### src/rtl/se_scheduler.sv
// ---------------------------------------------------------------------------
// se_scheduler : sequences SE weight loads (conv1, conv2) then feature streaming
// Rev 1.0
// ---------------------------------------------------------------------------
`default_nettype none

module se_scheduler #(
  parameter int DATA_WIDTH    = 16,
  parameter int IN_CHANNELS   = 16,
  parameter int REDUCTION     = 4,
  parameter int IN_HEIGHT     = 8,
  parameter int IN_WIDTH      = 8,
  parameter int DRAIN_TIMEOUT = 4096
) (
  input  logic                  clk,
  input  logic                  rst,
  input  logic                  start,
  input  logic                  reload_weights,
  input  logic                  abort,
  input  logic [DATA_WIDTH-1:0] w_data,
  input  logic                  w_valid,
  output logic                  w_ready,
  input  logic [DATA_WIDTH-1:0] x_data,
  input  logic                  x_valid,
  output logic                  x_ready,
  output logic [DATA_WIDTH-1:0] se_in_data,
  output logic                  se_input_valid,
  output logic                  se_load_kernel_conv1,
  output logic                  se_load_kernel_conv2,
  input  logic                  se_out_valid,
  output logic                  busy,
  output logic                  done,
  output logic                  timeout_err,
  output logic                  weights_loaded,
  output logic [$clog2(IN_CHANNELS*IN_HEIGHT*IN_WIDTH+1)-1:0] out_count
);

  localparam int NW   = IN_CHANNELS * (IN_CHANNELS / REDUCTION);
  localparam int NPIX = IN_CHANNELS * IN_HEIGHT * IN_WIDTH;
  localparam int BW   = $clog2(NW + 1);
  localparam int PW   = $clog2(NPIX + 1);
  localparam int TW   = $clog2(DRAIN_TIMEOUT + 1);

  localparam logic [BW-1:0] NW_C      = BW'(NW);
  localparam logic [BW-1:0] NW_LAST   = BW'(NW - 1);
  localparam logic [PW-1:0] NPIX_C    = PW'(NPIX);
  localparam logic [PW-1:0] NPIX_LAST = PW'(NPIX - 1);
  localparam logic [TW-1:0] TO_LAST   = TW'(DRAIN_TIMEOUT - 1);

  typedef enum logic [3:0] {
    IDLE    = 4'd0,
    L1_PRE  = 4'd1,
    L1      = 4'd2,
    L1_POST = 4'd3,
    GAP     = 4'd4,
    L2_PRE  = 4'd5,
    L2      = 4'd6,
    L2_POST = 4'd7,
    RUN     = 4'd8,
    DRAIN   = 4'd9
  } state_t;

  state_t          state;
  state_t          state_nx;
  logic [BW-1:0]   beat_cnt;
  logic [PW-1:0]   pix_cnt;
  logic [TW-1:0]   idle_cnt;
  logic            gap_cnt;
  logic            w_acc;
  logic            x_acc;
  logic            in_l1;
  logic            in_l2;
  logic            finish_ok;
  logic            finish_tmo;

  assign in_l1   = (state == L1_PRE) || (state == L1) || (state == L1_POST);
  assign in_l2   = (state == L2_PRE) || (state == L2) || (state == L2_POST);
  assign busy    = (state != IDLE);
  // Ready drops during abort so no beat is consumed by a run being torn down.
  assign w_ready = ((state == L1) || (state == L2)) && (beat_cnt < NW_C) && !abort;
  assign x_ready = (state == RUN) && (pix_cnt < NPIX_C) && !abort;
  assign w_acc   = w_valid && w_ready;
  assign x_acc   = x_valid && x_ready;

  always_comb begin
    state_nx   = state;
    finish_ok  = 1'b0;
    finish_tmo = 1'b0;
    if (state != IDLE && abort) begin
      state_nx = IDLE;
    end else begin
      case (state)
        IDLE:    if (start) state_nx = (reload_weights || !weights_loaded) ? L1_PRE : RUN;
        L1_PRE:  state_nx = L1;
        L1:      if (w_acc && beat_cnt == NW_LAST) state_nx = L1_POST;
        L1_POST: state_nx = GAP;
        GAP:     if (gap_cnt) state_nx = L2_PRE;
        L2_PRE:  state_nx = L2;
        L2:      if (w_acc && beat_cnt == NW_LAST) state_nx = L2_POST;
        L2_POST: state_nx = RUN;
        RUN:     if (x_acc && pix_cnt == NPIX_LAST) state_nx = DRAIN;
        DRAIN: begin
          if (out_count == NPIX_C) begin
            finish_ok = 1'b1;
            state_nx  = IDLE;
          end else if (!se_out_valid && idle_cnt == TO_LAST) begin
            finish_tmo = 1'b1;
            state_nx   = IDLE;
          end
        end
        default: state_nx = IDLE;
      endcase
    end
  end

  always_ff @(posedge clk or negedge rst) begin
    if (!rst) begin
      state                <= IDLE;
      beat_cnt             <= '0;
      pix_cnt              <= '0;
      idle_cnt             <= '0;
      gap_cnt              <= 1'b0;
      se_in_data           <= '0;
      se_input_valid       <= 1'b0;
      se_load_kernel_conv1 <= 1'b0;
      se_load_kernel_conv2 <= 1'b0;
      done                 <= 1'b0;
      timeout_err          <= 1'b0;
      weights_loaded       <= 1'b0;
      out_count            <= '0;
    end else begin
      state          <= state_nx;
      done           <= finish_ok;
      se_input_valid <= w_acc || x_acc;
      if (w_acc) begin
        se_in_data <= w_data;
      end else if (x_acc) begin
        se_in_data <= x_data;
      end
      // Load strobes trail the state by one cycle so they frame the delayed beats.
      se_load_kernel_conv1 <= in_l1 && !abort;
      se_load_kernel_conv2 <= in_l2 && !abort;

      if (state == L1_PRE || state == L2_PRE) begin
        beat_cnt <= '0;
      end else if (w_acc) begin
        beat_cnt <= beat_cnt + BW'(1);
      end

      gap_cnt <= (state == GAP) ? !gap_cnt : 1'b0;

      if (state == IDLE && start) begin
        pix_cnt <= '0;
      end else if (x_acc) begin
        pix_cnt <= pix_cnt + PW'(1);
      end

      if (state != DRAIN || se_out_valid) begin
        idle_cnt <= '0;
      end else begin
        idle_cnt <= idle_cnt + TW'(1);
      end

      if (state == IDLE && start) begin
        out_count <= '0;
      end else if ((state == RUN || state == DRAIN) && se_out_valid && out_count != NPIX_C) begin
        out_count <= out_count + PW'(1);
      end

      if (state == IDLE && start) begin
        timeout_err <= 1'b0;
      end else if (finish_tmo) begin
        timeout_err <= 1'b1;
      end

      // A load sequence cut short leaves the SE kernels in an unknown mix.
      if (abort && (in_l1 || in_l2 || state == GAP)) begin
        weights_loaded <= 1'b0;
      end else if (state == L2_POST) begin
        weights_loaded <= 1'b1;
      end
    end
  end

endmodule

`default_nettype wire

### config.mk
export PLATFORM = sky130hd
export DESIGN_NAME = se_scheduler
export DESIGN_NICKNAME = d
export VERILOG_FILES = /design/src/rtl/se_scheduler.sv
export SDC_FILE = /design/constraint.sdc
export NUM_CORES = 1
export LEC_CHECK = 0
export BUFFER_PORTS_ARGS = -buffer_cell sky130_fd_sc_hd__buf_2
export CAP_MARGIN = 20
export CORE_MARGIN = 3
export CORE_UTILIZATION = 45
export DETAILED_ROUTE_END_ITERATION = 10
export PLACE_DENSITY = 0.78
export SLEW_MARGIN = 5
export SYNTH_ARGS = -nofsm -noshare
export SYNTH_HDL_FRONTEND = slang
export SYNTH_SLANG_ARGS = --single-unit
### constraint.sdc
create_clock -name clk -period 3.97 [get_ports clk]
set_clock_uncertainty 0.2 [all_clocks]
set_input_delay 0.794 -clock clk [delete_from_list [all_inputs] [get_ports clk]]
set_output_delay 0.794 -clock clk [all_outputs]
set_load 0.05 [all_outputs]
Word level (Yosys, flattened, before mapping) --
Cells that the tools add are included.
Word-level totals: register bits 69, word-level logic and storage cells 112
Operators by class: add/sub/neg operators 4, magnitude comparators 2, equal/unequal tests 21, mux-type cells 31, reduce and logical (&&, ||, !) cells 41
Operators by type and width (number):
- 11-bit two-way mux | 4
- 4-bit one-hot mux with 10 select lines | 1
- 4-bit two-way mux | 9
- 16-bit two-way mux | 2
- 11-bit by 1-bit adder with 11-bit output, second input constant | 2
- 4-bit by 3-bit equality test with 1-bit output, second input constant | 4
- 1-bit logical AND | 16
- 7-bit two-way mux | 2
- 13-bit by 1-bit adder with 13-bit output, second input constant | 1
- 13-bit by 12-bit equality test with 1-bit output, second input constant | 1
- 13-bit two-way mux | 1
- 1-bit logical OR | 12
- 1-bit two-way mux | 12
- 2-bit nonzero test | 6
- 11-bit by 10-bit equality test with 1-bit output, second input constant | 1
- 11-bit equality test, second input constant | 1
- 11-bit less-than comparator, second input constant | 1
- 11-bit != test, second input constant | 1
- 3-bit by 1-bit != test with 1-bit output, second input constant | 3
- 4-bit by 2-bit equality test with 1-bit output, second input constant | 2
- 4-bit equality test, second input constant | 2
- 4-bit != test, second input constant | 2
- 7-bit by 1-bit adder with 7-bit output, second input constant | 1
- 7-bit by 6-bit equality test with 1-bit output, second input constant | 1
- 7 further kinds | 11

Depth between registers and ports, before layout --
Gate-level depths: netlist of the first run.
word-level depth 9, mapped depth 8

Worst setup path before layout of the first run --
No wires, ideal clock.
kind input -> output, from in abort, to out x_ready, data arrival time 2.309 ns, setup slack 0.667 ns, stages on the path 3, buffers on the path 2, cells stage by stage buf_1 buf_1 nor3_1
Between the ends: word-level cells in the longest chain between the ends 2
RTL lines:
- start: declaration | line 19 | input logic abort,
- 1-bit logical NOT | line 81 | assign x_ready = (state == RUN) && (pix_cnt < NPIX_C) && !abort;
- 1-bit logical AND | line 81
- end: declaration | line 25 | output logic x_ready,
Every way passes these cells.

Worst setup path after layout of the first run --
from reg state[0], to out x_ready
Between the ends: word-level cells in the longest chain between the ends 3
RTL lines:
- start: declaration | line 63 | state_t state;
- start signal: assignment | line 132 | state <= state_nx;
- 4-bit equality test | line 81
- 1-bit logical AND (2 in a row) | line 81
Every way passes these cells.

==> summary by stage, run 1 <==
Run status
The flow ran to the end, and the final reports show no timing, DRC or antenna violations.

Critical path
The number of buffers and inverters on the critical path is 1. The end point of the critical path is x_ready. The capturing point of the worst reg2reg path is pix_cnt[7]. The number of cells on the critical path is 3. For this run, the slowest stage of the critical path takes 0.74 ns.

The critical path in this run is classified as flop to output pin. The data arrival time of the worst path is 2.18 ns. The register-to-register path setup slack is 0.89 ns. The critical path endpoint category is an output pin. The number of cells traversed by the worst register-to-register path is 4. STA classifies the critical path startpoint as a flop. Along the worst path, the maximum fanout reaches 11. The most critical setup path has its startpoint at state[0]. Among all stages on the critical path, the largest delay is contributed by sky130_fd_sc_hd__or4b_1. The worst endpoint required time is 2.98 ns. The critical path goes through or4b_1 > nor3_1 > buf_2. The startpoint of the most critical register-to-register path is state[0]. The cell family contributing the most delay on the critical path is simple AND/OR/NAND/NOR gates.

Die
The die extent in y is 93.4 um. The width of the die is 93.4 um. The total die area is 0.00872 mm^2. The starting density of the core is 46.9%. During I/O placement, the number of pins put on the boundary was 76. Row generation in the floorplan step produced 31 rows.

In this run the standard cell core region covers 0.00733 mm^2.

Placement
The number of placed instances, taps included, is 535. The half-perimeter wire length after placement is 5.38 mm. The congestion estimate from routability-driven global placement came to 0.831. Before CTS, the worst setup slack after placement is 0.877 ns. The total of buffers placed on input and output ports is 75.

CTS
The H-tree generated during clock tree synthesis spans 3 levels. The insertion delay to the later sink of the worst-skew pair is 0.34 ns. Counting along the longest clock path gives a buffer depth of 2. The quantity of gates resized following cts is 0.

The post-cts hold buffer count is 0. The tree is rooted in a sky130_fd_sc_hd__clkbuf_8. TritonCTS built the clock tree.

The clock net in this run drives a total of 69 sinks. The number of setup buffers added after CTS is 0. The number of CTS-inserted buffers is 9. The clock transition at the registers of the reported paths is 0.08 ns.

Timing
The final max-slew violation count is 0. The count of final hold-check violations is 0. The maximum frequency from static timing analysis is 0.315 GHz. The final sum of negative setup slack is 0 ns. Counting I/O delays and the setup requirement, the final critical path takes 3.17 ns. After layout, the worst setup slack is 0.797 ns. The final setup violation count is 0. Setup repair after global routing left no endpoint under its margin. In the finished design, the share of the clock period the worst path needs comes to 79.9%. The worst pin sits at a relative slew slack of 43.0%. The actual slew at the worst max-slew pin is 0.855 ns.

Power
Across the VDD grid, the largest voltage drop is 0.000441 V. The analysis attributes to cell leakage a power of 0.00191 uW. The power per cell area is 621 mW/mm^2.

Logic synthesis
Counting every instance in the synthesized netlist gives 375. The net count of the mapped netlist is 420. Of the total synthesized cell area, the portion taken by XOR and XNOR cells is 5.61%. The total of warnings raised by yosys is 0. The top cell type by total area after synthesis is sky130_fd_sc_hd__dfrtp_1.

By instance count, the leading cell after synthesis is sky130_fd_sc_hd__dfrtp_1. After synthesis, the most frequently instantiated cells are 69 x sky130_fd_sc_hd__dfrtp_1, 53 x sky130_fd_sc_hd__nand2_1, 49 x sky130_fd_sc_hd__nor2_1, 18 x sky130_fd_sc_hd__a31oi_1. The fraction of registers with async set/reset is 100%.

After synthesis, the mean cell area works out to 9.16 um^2. The portion of netlist area occupied by mux cells is 0.583%. Of the total synthesized cell area, the portion taken by full adders, half adders and majority gates is 1.82%.

Of the total synthesized cell area, the portion taken by AND, OR, NAND and NOR gates is 28.5%. The fraction of the yosys area taken by sequential cells is 50.3%. The most used flip-flop cell after synthesis is sky130_fd_sc_hd__dfrtp_1. Sorting the synthesized cells by area gives the leading types as sky130_fd_sc_hd__dfrtp_1 50%, sky130_fd_sc_hd__nand2_1 5.8%, sky130_fd_sc_hd__nor2_1 5.4%, sky130_fd_sc_hd__a31oi_1 3.3%, sky130_fd_sc_hd__xor2_1 3.1%. Of the post-synthesis cell area, the dominant cell type holds 50.3%. Counting flops with a built-in enable in the synthesized netlist gives 0.

The synthesized area is 0.00343 mm^2. The synthesized netlist devotes 10.2% of its cell area to compound gates. The dominant combinational cell family by area after synthesis is simple AND/OR/NAND/NOR gates. The synthesized netlist contains 44 unique library cells. Counting flops and latches in the post-synthesis netlist gives 69.

GRT
The number of antenna violations at the first check in global routing was 0. The global routing usage summed across all routing layers is 18.9%. The wire length of the first global-routing pass is 13.3 mm. The global route total overflow is 0. The via count of the first global-routing pass is 2891. The largest net degree at the start of global routing is 40.

Drt
The count of unresolved DRC violations after routing is 0. The routed length per placed instance is 13.9 um. The number of DRC markers after the initial detailed-route iteration is 173. The total vias in the final route is 2965. Dividing the detail-routed via count by the number of cells gives 5.37. The count of nets left with antenna violations once routing finished came out at 0. The pre-antenna-repair detailed-routing pass consisted of 4 iterations.

Wires add up to 7.66 mm.

Finish
Counting the fill cells in the layout gives 658. The non-filler instance count after layout is 552. For this run, the share of the core covered by cells in the final layout is 56.6%. Of the cells placed in the final design, the portion with a size suffix greater than 1 is 22.3%. The count of inserted antenna diode cells is 0. The area added between synthesis and finish is 20.7%. After the last flow step, the layout net total stands at 493.

Min path
The kind of path behind the tightest hold check is flop to flop.

Flow run
Max-cap violations in this run came to 0.
-- cells by family after synthesis --
kind of cell	count (synthesis)
AOI/OAI and AO/OA	57
xor gates and xnor gates	22
adders and majority gates	5
buffers and inverters	26
DFF	69
muxes	2
and+or+nand+nor	194
-- through the flow --
stage          hold slack [ns]  cell area [um^2]  power [uW]
5_1_grt                  0.276              4150        2710
3_3_place_gp             0.235              3890        1870
6_report                 0.254              4150        2580
4_1_cts                  0.255              4140        2590
3_5_place_dp             0.235              3890        1890
2_1_floorplan            0.210              3430        1660
-- area by class of cell --
class / count / area (um^2) / share of cell area, %
multi-input cells: 280 / 1610 / 38.7
clock buffers: 9 / 124 / 2.99
clock inverters: 7 / 124 / 2.99
inverters: 8 / 30.0 / 0.724
well taps: 99 / 124 / 2.99
flip-flops and latches: 69 / 1730 / 41.6
repair buffers: 80 / 413 / 9.96
-- routing by layer --
layer | up-vias | share of wire, % | track usage, %
li1 | 1467 | - | -
met5 | - | 0 | 0
met3 | 7 | 4.7 | 3.86
met2 | 74 | 50 | 30.4
met1 | 1417 | 44 | 24.1
met4 | 0 | 1.4 | 9.40
-- power by group --
group          switching [uW]  internal (uW)  total, uW
Combinational             694            253        947
Sequential                106            825        931
Clock                     278            420        698
-- how the worst min path moves through the flow --
stage | from | to | slack [ns] | depth (start not counted)
2_1_floorplan | gap_cnt | gap_cnt | 0.21 | 1
3_3_place_gp | gap_cnt | gap_cnt | 0.24 | 1
3_5_place_dp | gap_cnt | gap_cnt | 0.24 | 1
4_1_cts | gap_cnt | gap_cnt | 0.25 | 1
5_1_grt | gap_cnt | gap_cnt | 0.28 | 1
6_report | gap_cnt | gap_cnt | 0.25 | 1
-- cells in the final DEF (no fill, tap or decap), drive strengths merged, types with 10 or more instances in the layout --
| master | instances |
|---|---|
| nor2 | 49 |
| a21oi | 15 |
| a31oi | 18 |
| dfrtp | 69 |
| xor2 | 12 |
| xnor2 | 10 |
| o21ai | 12 |
| nand2 | 53 |
| nor4 | 10 |
| nand3 | 15 |
| nand4 | 10 |
| buf | 80 |
| nor3 | 14 |
-- sequential cells by signal, summed over array words and instances, names as in the netlist, 4 cells and up --
name	cells
se_in_data	16
idle_cnt	13
out_count	11
pix_cnt	11
beat_cnt	7
state	4
Power figures use the tool's default switching activity.
==> run 2, diff against run 1 <==
Settings changed: PLACE_DENSITY 0.78 to 0.81.
Clock period 3.97 ns to 2.65 ns, I/O delays scaled along.
==> run 2 against run 1 <==
  * Critical endpoint unchanged
  * Sequential power rose by 45%
  * Cell area rose by 1.9%
  * Critical path depth rose by 1
  * Cell count rose by 1.8%
  * Critical path type unchanged
  * First-iteration DRC count fell by 38%
  * Register-to-register slack got worse by 0.65 ns
==> summary by stage, run 2 (synthesized netlist as in run 1, its figures left out) <==
Power
The static leakage is 0.00196 uW. The switching fraction of total power is 42.0%. The share of total power dissipated in combinational logic is 40.0%.

The internal power is 2230 uW. The part of the power in the clock network is 24.8%. The power per cell area is 910 mW/mm^2.

Across the VDD grid, the largest voltage drop is 0.000509 V. The switching power is 1610 uW. Power comes to 3840 uW. The part of the power in registers is 35.2%.

Finish
The area used by multi-input combinational logic is 0.00161 mm^2. Relative to the synthesized area, the layout overhead comes to 23.0%. After routing the design area is 0.00422 mm^2. In the final design database the tool counted 503 nets. 0 antenna diodes ended up in the layout. The largest registers in the layout are se_in_data: 16 flops, idle_cnt: 13 flops. The most common library cell in the layout ignoring fill and taps is sky130_fd_sc_hd__buf_2. The total area of sequential cells is 0.00173 mm^2. The number of flip-flops under the largest register name is 16. The filler cell count in the final layout is 626. In the layout the commonest cells are 74 x sky130_fd_sc_hd__buf_2, 69 x sky130_fd_sc_hd__dfrtp_1, 53 x sky130_fd_sc_hd__nand2_1, 49 x sky130_fd_sc_hd__nor2_1, 18 x sky130_fd_sc_hd__a31oi_1. The register with the most flip-flops is se_in_data.

The share of final-layout standard cells stronger than drive strength 1 is 24.0%.

Drt
The routed length per placed instance is 13.4 um. After detailed routing, the number of remaining DRC violations is 0. The number of DRC markers after the initial detailed-route iteration is 107. The total vias in the final route is 3016.

The number of optimization iterations in the first detailed-route pass is 4. Summed over all layers, the routed wires come to 7.54 mm. The antenna violation net count after detailed routing is 0.

The mean number of vias per cell is 5.37.

Critical path
The signal on the critical path passes through or4b_1 > buf_4 > nor3_2 > buf_6. The critical path is of the flop to output pin type. The critical path endpoint category is an output pin. The data arrival time of the worst path is 1.82 ns. The startpoint type of the worst setup path is a flop. The largest delay contributor family on the critical path is simple AND/OR/NAND/NOR gates. The worst endpoint required time is 1.92 ns. Together, buffers and inverters on the worst path number 2. In this design, the stage delay of the slowest critical-path cell is 0.56 ns. The biggest fanout along the worst timing path is 7. On the critical path, the stage with the largest delay is an instance of sky130_fd_sc_hd__or4b_1.

Flow run
The number of maximum-capacitance violations is 0.

Placement
Input and output buffers added on the ports amount to 75. The post-detailed-placement cell area is 0.00398 mm^2. The final weighted congestion in routability-driven placement is 0.817. Once detailed placement completed, the half-perimeter wirelength came to 5.45 mm.

Run status
The run finished with clean final reports.

Timing
For the final routed database, the setup TNS stands at 0 ns. The worst path uses 96.1% of the clock period. Measured against its own limit, the worst slew margin works out to 59.2%. The maximum frequency from static timing analysis is 0.393 GHz. The final setup violation count is 0. The count of final hold-check violations is 0.

The tightest hold path in the finished design has a slack of 0.222 ns. The clock period could shrink to 2.55 ns. The final max-slew violation count is 0. The actual slew at the worst max-slew pin is 0.604 ns.

Die
The initial utilization of the core area, before any placement, comes to 46.9%. The die is 93.4 um wide. The top-level I/O count is 76. The total die area is 0.00872 mm^2.

Row generation in the floorplan step produced 31 rows. The core area is 0.00733 mm^2. The floorplan step set the die height to 93.4 um.

CTS
The insertion delay to the later sink of the worst-skew pair is 0.35 ns. The H-tree depth is 3. TritonCTS built the clock tree. The buffer count from post-CTS setup fixing is 0. The number of CTS-inserted buffers is 9. The clock net in this run drives a total of 69 sinks. The cell sitting at the root of the clock tree is a sky130_fd_sc_hd__clkbuf_8. Clock-pin slew was measured on the worst setup and hold paths at 0.08 ns. Counting along the longest clock path gives a buffer depth of 2.

GRT
The global route total overflow is 0. Global routing used 18.7% of the available tracks. The number of antenna violations at the first check in global routing is 0. The first global-routing pass estimated 12.9 mm of wire. Entering global routing, the biggest net connects 49 pins. The via count of the first global-routing pass is 2882.

Min path
The tightest min-delay check is of the primary input to flop type.
[run 2: cell types whose count changed in the layout (fill, tap and decap cells not counted), sizes merged]
cell,delta
clkbuf,+1
dlygate4sd3,+1
buf,+9
bufinv,-1
[run 2: layer usage]
metal	track usage, %	routed length [um]	up-vias
met5	0	0	-
met2	30.5	3680	72
met1	23.4	3380	1449
met4	7.81	120	0
li1	-	-	1485
met3	4.83	360	10
[run 2: worst register-to-register path: stages (launching register included)]
cell and delay (ns):
sky130_fd_sc_hd__dfrtp_1 0.37, sky130_fd_sc_hd__or4b_1 0.56, sky130_fd_sc_hd__or4_4 0.56, sky130_fd_sc_hd__or4_1 0.49
sky130_fd_sc_hd__a21oi_1 0.15
[run 2: what timing repair did]
item                                    4_1_cts  5_1_grt
endpoints found under the setup margin        0        1
resized for setup                             0        3
hold buffers                                  1        0
hold endpoints to repair                     21        0
[run 2: power by group through the flow]
| stage | Sequential [uW] | Combinational (uW) | Clock, uW |
|---|---|---|---|
| final | 1350 | 1540 | 953 |
| after floorplan | 1850 | 631 | 0 |
| after CTS | 1350 | 1540 | 980 |
| after detailed placement | 1360 | 1540 | 0 |
| after global routing | 1380 | 1660 | 1030 |
| after global placement | 1360 | 1510 | 0 |
[run 2: layout make-up]
type / count / area share (%)
timing repair buffer: 90 / 12.1
inverter: 8 / 0.711
tap: 99 / 2.93
clock buffer: 10 / 3.26
multi-input combinational: 280 / 38.1
sequential: 69 / 40.9
clock inverter: 6 / 2.04
[run 2: per-stage QoR]
step,util (%),instances,worst slack (ns)
after detailed placement,54.3,545,0.248
after global routing,57.6,562,-0.00220
after CTS,57.5,562,0.0237
after global placement,54.3,545,0.285
final,57.6,562,0.103
after floorplan,-,375,0.0382
[run 2: worst paths after layout]
kind,startpoint,endpoint,slack [ns],cells after the start
max in group asynchronous,rst,beat_cnt[6],1.13,3
worst max register to register,state[0],pix_cnt[8],0.24,4
worst max-delay path,state[0],x_ready,0.10,4
worst min-delay path,x_data[0],se_in_data[0],0.22,3
worst min register to register,gap_cnt,gap_cnt,0.24,1
min in group asynchronous,rst,out_count[9],0.49,2
==> run 3, diff against run 2 <==
Settings changed: CORE_UTILIZATION 45 to 40, PLACE_DENSITY 0.81 to 0.72.
Clock period 2.65 ns to 2.95 ns, I/O delays scaled along.
==> run 3 against run 2 <==
  * Cell count is 0.18% higher
  * Die area is 12% higher
  * Utilization is 7.5 points lower
  * Largest cell class unchanged
  * Highest routed layer unchanged
==> summary by stage, run 3 (synthesized netlist as in run 1, its figures left out) <==
Die
The width of the die is 98.7 um. The total die area is 0.00973 mm^2. The top-level I/O count is 76. Row generation in the floorplan step produced 33 rows. The core area is 0.00826 mm^2. The starting density of the core is 41.6%. The die extent in y is 98.7 um.

Timing
Setup violations remaining at the end of the flow were counted as 0. The count of final hold-check violations is 0. Of the available clock period, the critical path in the final layout requires 91.7%. The relative max-transition margin is 42.8%. Setup repair after global routing left no endpoint under its margin.

After layout, the minimum clock period comes to 2.70 ns. At the pin with the least slew margin, the transition time is 0.857 ns. After routing, the total negative slack on setup checks comes to 0 ns.

The final max-slew violation count was 0. The maximum frequency from static timing analysis is 0.370 GHz.

GRT
The wire length of the first global-routing pass is 13.0 mm. The via count of the first global-routing pass is 2975. Global routing finished with a remaining overflow of 0. The number of antenna violations at the first check in global routing was 0. For this run, the total global-route usage over all layers was measured as 16.3%. The largest net degree at the start of global routing is 70.

Finish
After filler insertion, the fill cell instance count of the layout stands at 795. The most common library cell in the layout ignoring fill and taps is sky130_fd_sc_hd__buf_2. For this run, the number of standard cells in the final layout without fillers is 563.

The library cells used most frequently in the layout, excluding fill and tap cells, are 75 x sky130_fd_sc_hd__buf_2, 69 x sky130_fd_sc_hd__dfrtp_1, 53 x sky130_fd_sc_hd__nand2_1, 49 x sky130_fd_sc_hd__nor2_1, 18 x sky130_fd_sc_hd__a31oi_1. For this run, the post-layout net count is 498. Of the cells placed in the final design, the portion with a size suffix greater than 1 is 22.9%.

The largest registers in the layout are se_in_data: 16 flops, idle_cnt: 13 flops. The register with the most flip-flops in the layout has 16 of them. Compared with the post-synthesis result, the final layout area differs by 20.4%. The register with the most flip-flops in the final layout is se_in_data. The count of inserted antenna diode cells is 0.

CTS
CTS built an H-tree with a depth of 3. The clock drives 69 sinks. The tree is rooted in a sky130_fd_sc_hd__clkbuf_8.

The maximum clock insertion buffer count is 2. TritonCTS built the clock tree. The post-cts hold buffer count is 0.

Once the clock tree was built, the resizer swapped 0 gates to a different size. For the worst-skew pair, the clock arrives at the later sink with an insertion delay of 0.35 ns. The clock transition at the registers of the reported paths is 0.07 ns. The buffer count from post-CTS setup fixing is 0.

The number of CTS-inserted buffers is 9.

Drt
Dividing the detail-routed via count by the number of cells gives 5.32. The antenna violation net count after detailed routing is 0. Wire segments on met2 add up to 3.56 mm in the final route. Dividing the detail-routed wire length by the instance count gives 13.3 um. The first detailed-routing pass ran for 4 iterations. The number of DRC markers after the initial detailed-route iteration is 123. The topmost layer with routed signal wires is met4. The wire length on met3 is 357 um. The routed layout has 2995 vias. The total length of routed wires is 7.50 mm. The count of unresolved DRC violations after routing is 0.

The routed metal-1 wire length is 3.38 mm.

Critical path
The critical path endpoint category is an output pin. The number of cells traversed by the worst register-to-register path is 4. The biggest fanout along the worst timing path is 9.

By startpoint and endpoint, the worst setup path is classified as flop to output pin. The startpoint of the most critical register-to-register path is state[0]. In this run the register-to-register setup slack is 0.36 ns. STA puts the critical path data arrival time at 1.91 ns.

STA classifies the critical path startpoint as a flop. The worst endpoint required time is 2.16 ns. The capturing point of the worst reg2reg path is pix_cnt[8].

Power
Power spread over the standard cell area amounts to 800 mW/mm^2. VDD sags by at most 0.000377 V. Summed over all cells, the static leakage comes to 0.00191 uW.

Run status
The flow ran to the end, and the final reports show no timing, DRC or antenna violations.

Placement
Including well taps, the total number of placed cells is 547. Input and output buffers added on the ports amount to 75. The HPWL after detailed placement is 5.29 mm.

The congestion estimate from routability-driven global placement came to 0.811.

Flow run
Across the run, the number of max-cap violations was 0.

Min path
The min-delay analysis places its worst path in the category primary input to asynchronous set/reset pin.
-- run 3: area by class of cell --
| class | count | area, um^2 | share of cell area [%] |
|---|---|---|---|
| Tap cell | 105 | 131 | 3.18 |
| Multi-Input combinational cell | 280 | 1610 | 38.8 |
| Clock buffer | 11 | 141 | 3.42 |
| Sequential cell | 69 | 1730 | 41.8 |
| Inverter | 8 | 30.0 | 0.726 |
| Timing Repair Buffer | 85 | 450 | 10.9 |
| Clock inverter | 5 | 50.0 | 1.21 |
-- run 3: worst max-delay path, cell delays in order, from the launching register on --
cell and delay [ns]:
sky130_fd_sc_hd__dfrtp_1 0.37, sky130_fd_sc_hd__or4b_1 0.69, sky130_fd_sc_hd__nor3_1 0.20, sky130_fd_sc_hd__buf_2 0.29
-- run 3: stage by stage --
step	total power [uW]	utilization, %	cell area, um^2	hold slack (ns)	setup slack [ns]
final	3310	50.1	4140	0.227	0.246
after global routing	3500	50.1	4140	0.263	0.142
after CTS	3360	50.1	4140	0.241	0.213
after detailed placement	2580	47.8	3940	0.232	0.370
after global placement	2560	47.8	3940	0.230	0.415
after floorplan	2230	-	3430	0.0944	0.0548
-- run 3: metal layers --
metal / GRT usage, % / vias to the layer above
li1: - / 1486
met1: 20.2 / 1417
met2: 26.7 / 76
met3: 3.54 / 16
met4: 8.30 / 0
met5: 0 / -
-- run 3: worst max path at each step --
stage	from	end	slack, ns	cells after the start
after global routing	state[0]	x_ready	0.14	3
final	state[0]	x_ready	0.25	3
after detailed placement	state[0]	pix_cnt[8]	0.37	4
after CTS	state[0]	x_ready	0.21	3
after floorplan	abort	x_ready	0.05	3
after global placement	state[0]	pix_cnt[8]	0.42	4
-- run 3: power by group --
part / total, uW / internal, uW / switching (uW)
clock: 757 / 408 / 349
combinational: 1350 / 368 / 979
sequential: 1210 / 1110 / 94.5
